## config.mk

```make
export PLATFORM = sky130hd
export DESIGN_NAME = scr1_dmem_tcm_router
export DESIGN_NICKNAME = d
export VERILOG_FILES = /design/src/rtl/scr1_dmem_tcm_router.sv
export SDC_FILE = /design/constraint.sdc
export NUM_CORES = 1
export LEC_CHECK = 0
export ABC_AREA = 0
export CORE_AREA = 2 2 122 124
export CTS_CLUSTER_DIAMETER = 60
export CTS_CLUSTER_SIZE = 24
export DETAILED_ROUTE_END_ITERATION = 16
export DIE_AREA = 0 0 124 126
export SYNTH_ARGS = -nofsm -noshare
export SYNTH_HDL_FRONTEND = slang
export SYNTH_SLANG_ARGS = --single-unit
```

## constraint.sdc

```tcl
create_clock -name clk -period 2.2 [get_ports clk]
set_input_delay 0.66 -clock clk [delete_from_list [all_inputs] [get_ports clk]]
set_output_delay 0.66 -clock clk [all_outputs]
set_load 0.02 [all_outputs]
```

## src/rtl/scr1_dmem_tcm_router.sv

```systemverilog
// Data-memory router: steers core data requests to the TCM or the external port by address,
// tracks one outstanding transfer and returns the response from the port that owns it.

typedef enum logic {
  SCR1_MEM_CMD_RD = 1'b0,
  SCR1_MEM_CMD_WR = 1'b1
} type_scr1_mem_cmd_e;

typedef enum logic [1:0] {
  SCR1_MEM_WIDTH_BYTE  = 2'b00,
  SCR1_MEM_WIDTH_HWORD = 2'b01,
  SCR1_MEM_WIDTH_WORD  = 2'b10
} type_scr1_mem_width_e;

typedef enum logic [1:0] {
  SCR1_MEM_RESP_NOTRDY = 2'b00,
  SCR1_MEM_RESP_RDY_OK = 2'b01,
  SCR1_MEM_RESP_RDY_ER = 2'b10
} type_scr1_mem_resp_e;

module scr1_dmem_tcm_router #(
  parameter logic [31:0] SCR1_TCM_ADDR_MASK    = 32'hFFFF0000,
  parameter logic [31:0] SCR1_TCM_ADDR_PATTERN = 32'h00480000
) (
  input  logic                 clk,
  input  logic                 rst_n,
  // core side
  output logic                 dmem_req_ack,
  input  logic                 dmem_req,
  input  type_scr1_mem_cmd_e   dmem_cmd,
  input  type_scr1_mem_width_e dmem_width,
  input  logic [31:0]          dmem_addr,
  input  logic [31:0]          dmem_wdata,
  output logic [31:0]          dmem_rdata,
  output type_scr1_mem_resp_e  dmem_resp,
  // TCM port
  input  logic                 tcm_req_ack,
  output logic                 tcm_req,
  output type_scr1_mem_cmd_e   tcm_cmd,
  output type_scr1_mem_width_e tcm_width,
  output logic [31:0]          tcm_addr,
  output logic [31:0]          tcm_wdata,
  input  logic [31:0]          tcm_rdata,
  input  type_scr1_mem_resp_e  tcm_resp,
  // external port
  input  logic                 ext_req_ack,
  output logic                 ext_req,
  output type_scr1_mem_cmd_e   ext_cmd,
  output type_scr1_mem_width_e ext_width,
  output logic [31:0]          ext_addr,
  output logic [31:0]          ext_wdata,
  input  logic [31:0]          ext_rdata,
  input  type_scr1_mem_resp_e  ext_resp
);

  typedef enum logic {
    FSM_IDLE = 1'b0,
    FSM_WAIT = 1'b1
  } type_fsm_e;

  typedef enum logic {
    PORT_EXT = 1'b0,
    PORT_TCM = 1'b1
  } type_port_e;

  type_fsm_e           state;
  type_fsm_e           state_next;
  type_port_e          port_sel_r;
  type_port_e          port_sel_next;
  type_port_e          sel_new;
  type_scr1_mem_resp_e sel_resp;
  logic [31:0]         sel_rdata;
  logic                issue_en;
  logic                req_accept;

  assign sel_new = ((dmem_addr & SCR1_TCM_ADDR_MASK) == SCR1_TCM_ADDR_PATTERN) ? PORT_TCM : PORT_EXT;

  assign tcm_cmd   = dmem_cmd;
  assign tcm_width = dmem_width;
  assign tcm_addr  = dmem_addr;
  assign tcm_wdata = dmem_wdata;
  assign ext_cmd   = dmem_cmd;
  assign ext_width = dmem_width;
  assign ext_addr  = dmem_addr;
  assign ext_wdata = dmem_wdata;

  // Only the port owning the outstanding transfer is listened to.
  assign sel_resp  = (port_sel_r == PORT_TCM) ? tcm_resp  : ext_resp;
  assign sel_rdata = (port_sel_r == PORT_TCM) ? tcm_rdata : ext_rdata;

  // A new request may issue when idle or in the cycle the outstanding one completes.
  assign issue_en = (state == FSM_IDLE) ||
                    ((state == FSM_WAIT) && (sel_resp != SCR1_MEM_RESP_NOTRDY));

  assign tcm_req      = dmem_req & issue_en & (sel_new == PORT_TCM);
  assign ext_req      = dmem_req & issue_en & (sel_new == PORT_EXT);
  assign dmem_req_ack = issue_en & ((sel_new == PORT_TCM) ? tcm_req_ack : ext_req_ack);
  assign req_accept   = dmem_req & dmem_req_ack;

  assign dmem_resp  = (state == FSM_WAIT) ? sel_resp  : SCR1_MEM_RESP_NOTRDY;
  assign dmem_rdata = (state == FSM_WAIT) ? sel_rdata : 32'h0;

  always_comb begin
    state_next    = state;
    port_sel_next = port_sel_r;
    case (state)
      FSM_IDLE: begin
        if (req_accept) begin
          state_next    = FSM_WAIT;
          port_sel_next = sel_new;
        end
      end
      FSM_WAIT: begin
        if (sel_resp != SCR1_MEM_RESP_NOTRDY) begin
          if (req_accept) begin
            state_next    = FSM_WAIT;
            port_sel_next = sel_new;
          end else begin
            state_next    = FSM_IDLE;
          end
        end
      end
      default: begin
        state_next = FSM_IDLE;
      end
    endcase
  end

  always_ff @(posedge clk or negedge rst_n) begin
    if (!rst_n) begin
      state      <= FSM_IDLE;
      port_sel_r <= PORT_EXT;
    end else begin
      state      <= state_next;
      port_sel_r <= port_sel_next;
    end
  end

endmodule

```

==> results_dict.tcl <==
set metrics [dict create \
    grt_setup_unrepaired "yes" \
    dieHeight_um 126 \
    final_nets 416 \
    synth_ff_type "dfrtp_1" \
    drive_gt1_share_pct 33.09 \
    ant_nets 0 \
    wl_per_cell_um 12.45 \
    status "complete, but fails checks" \
    die_area_um2 15620 \
    ctsHtreeMaxLevel 1 \
    synth_edf_count 0 \
    placed_cell_area_um2 2723 \
    grt_overflow_total 0 \
    fmax_ghz 0.4038 \
    fin_tns_setup_ns -0.6507 \
    drv_slew 0 \
    cts_tree "done" \
    drc_errors 0 \
    design.core.area_um2 14310 \
    clock_latency_ns 0.22 \
    yosysWarnings 0 \
    area_growth_pct 53.54 \
    synth.area.top_cells "buf_4 56%, mux2i_1 19%, nor2b_1 12%" \
    synth.top_cell.area_share_pct 55.76 \
    grt_max_degree 26 \
    synthesis.area_um2 1804 \
    vias 1481 \
    synth_cell_types 19 \
    slew_headroom_pct 83.15 \
    drt_iter0_drc 37 \
    finalHoldViolCount 0 \
    start_util_pct 12.60 \
    antenna_cells 0 \
    clock-root-buffer "clkbuf_16" \
    critPathKind "in -> out" \
    clock_skew_ns 0.004399 \
    endpoint_kind "output port" \
    ys_ff_latch 2 \
    yosys.area.top_type "buf_4" \
    p_leak_nw 1.101 \
    cap_viol_max_count 0 \
    regArea_um2 51.30 \
    hold_class "in -> async" \
    start_kind "input port" \
    wl_um 5715 \
    vias_per_cell 3.227 \
    clk_transition_reported_paths_ns 0.03 \
    arrival_ns 1.82 \
    rr_startpoint "port_sel_r$_DFFE_PN0P_" \
    min_period_over_period_pct 112.6 \
    multi_input_area_um2 774.5 \
    grt_pass1_vias 1527 \
    cts.sinks 2 \
    clockBufferDepth 2 \
    routabilityCongestion 0.7690 \
    period_minus_slack_ns 2.477 \
    synth_most_common_cell "buf_4" \
    final_cell_area_um2 2770 \
    synth.avg_cell_area_um2 7.844 \
    ios 311 \
    numPortBuffers 157 \
    fin_ws_ns -0.2765 \
    crit_start "dmem_addr[26]" \
    ys_seq_area_share_pct 2.774 \
    cts_buffers 3 \
    synth_nets 370 \
    required_ns 1.54 \
    place_hpwl_um 4614 \
    ir_worst_vdd_uv 146.2 \
    grt_antenna_before_repair 0 \
    postSynth.asyncResetShare_pct 100.0 \
    grtUsageTotal_pct 6.032 \
    cp_max_fo 2 \
    fillCellCount 1596 \
    die-width_um 124 \
    grt_pass1_wl_um 7417 \
    synth_cells 230 \
    setup_violations 3 \
    tightest_slew_ns 0.2520 \
    power_density_nw_per_um2 280.9 \
    row_count 44 \
    synth_common_cells "134 x buf_4, 35 x mux2i_1, 34 x nor2b_1" \
    violations "negative setup slack" \
    total_power_w 0.0007781 \
    drt_pass1_iterations 4 \
]
-- cell usage in the layout (no fill, tap or decap), types with 2 or more instances in the layout --
master | Yosys | final
clkbuf_16 | 0 | 4
nor2_2 | 0 | 2
clkdlybuf4s50_1 | 0 | 92
nor4b_4 | 1 | 3
clkdlybuf4s15_1 | 0 | 2
buf_2 | 3 | 34
nor2b_1 | 34 | 34
inv_1 | 2 | 2
dlygate4sd2_1 | 0 | 13
buf_6 | 2 | 10
buf_12 | 0 | 2
mux2i_1 | 35 | 34
nand4_1 | 2 | 2
buf_4 | 134 | 28
nor4_4 | 0 | 2
-- kinds of logic (layout without fill, tap and decap cells) --
| logic type | Yosys count | in the layout | share of synthesized area, % |
|---|---|---|---|
| AOI/OAI and AO/OA | 3 | 3 | 1.110 |
| muxes | 35 | 35 | 19.42 |
| DFF | 2 | 2 | 2.774 |
| buffers and inverters | 144 | 189 | 58.88 |
| and+or+nand+nor | 46 | 46 | 17.82 |
-- report_power, final --
group,leakage [nW],switching (W),internal [W]
logic,1.04,0.000191,0.000265
clock network,0.0382,0.0000431,0.000239
registers,0.0249,0.00000204,0.0000384
-- worst paths after layout --
path                                          endpoint  slack [ns]  cells after the start
worst min-delay path            port_sel_r$_DFFE_PN0P_        0.61                      1
worst min register to register         state$_DFF_PN0_        0.84                      3
max in group asynchronous       port_sel_r$_DFFE_PN0P_        1.45                      1
min in group clk                       state$_DFF_PN0_        0.84                      3
worst max register to register  port_sel_r$_DFFE_PN0P_        0.70                      5
worst max-delay path                      dmem_req_ack       -0.28                      7
-- critical path, stage by stage --
cell and delay [ns]:
buf_8 0.10, nor4_4 0.30, nand4_1 0.17, buf_4 0.18, mux2i_4 0.18, nor2_2 0.10
buf_6 0.12
-- state kept, by name, indices dropped and copies added (netlist names) --
signal      count
port_sel_r      1
state           1
-- layer usage --
metal,up-vias,GRT usage [%],part of all wire (%)
li1,692,-,-
met4,0,4.759,5.0
met1,663,5.414,32
met2,82,11.12,50
met5,-,0,0
met3,44,1.630,13
-- layout make-up --
type / instances / area share [%]
multi-input cells: 84 / 27.96
inverters: 2 / 0.2710
clock buffers: 4 / 2.846
well taps: 184 / 8.311
flip-flops and latches: 2 / 1.852
repair buffers: 183 / 58.76
-- stage by stage --
step	hold slack, ns	worst slack, ns	util, %	std cells
2_1_floorplan	0.3644	0.02359	-	230
3_3_place_gp	0.7005	-1.072	19.02	448
3_5_place_dp	0.6942	-1.072	19.02	448
6_report	0.6085	-0.2765	19.35	459
4_1_cts	0.6083	-0.2935	18.57	455
5_1_grt	0.6234	-0.3277	19.35	459
-- what timing repair did --
| item | in CTS | in global routing |
|---|---|---|
| hold buffers | 0 | 0 |
| setup buffers | 3 | 3 |
| pin swaps | 9 | 5 |
| resized for setup | 232 | 26 |
| gates cloned | 0 | 1 |
| endpoints found under the setup margin | 69 | 10 |
No activity file was read; power rests on OpenSTA's default activity.
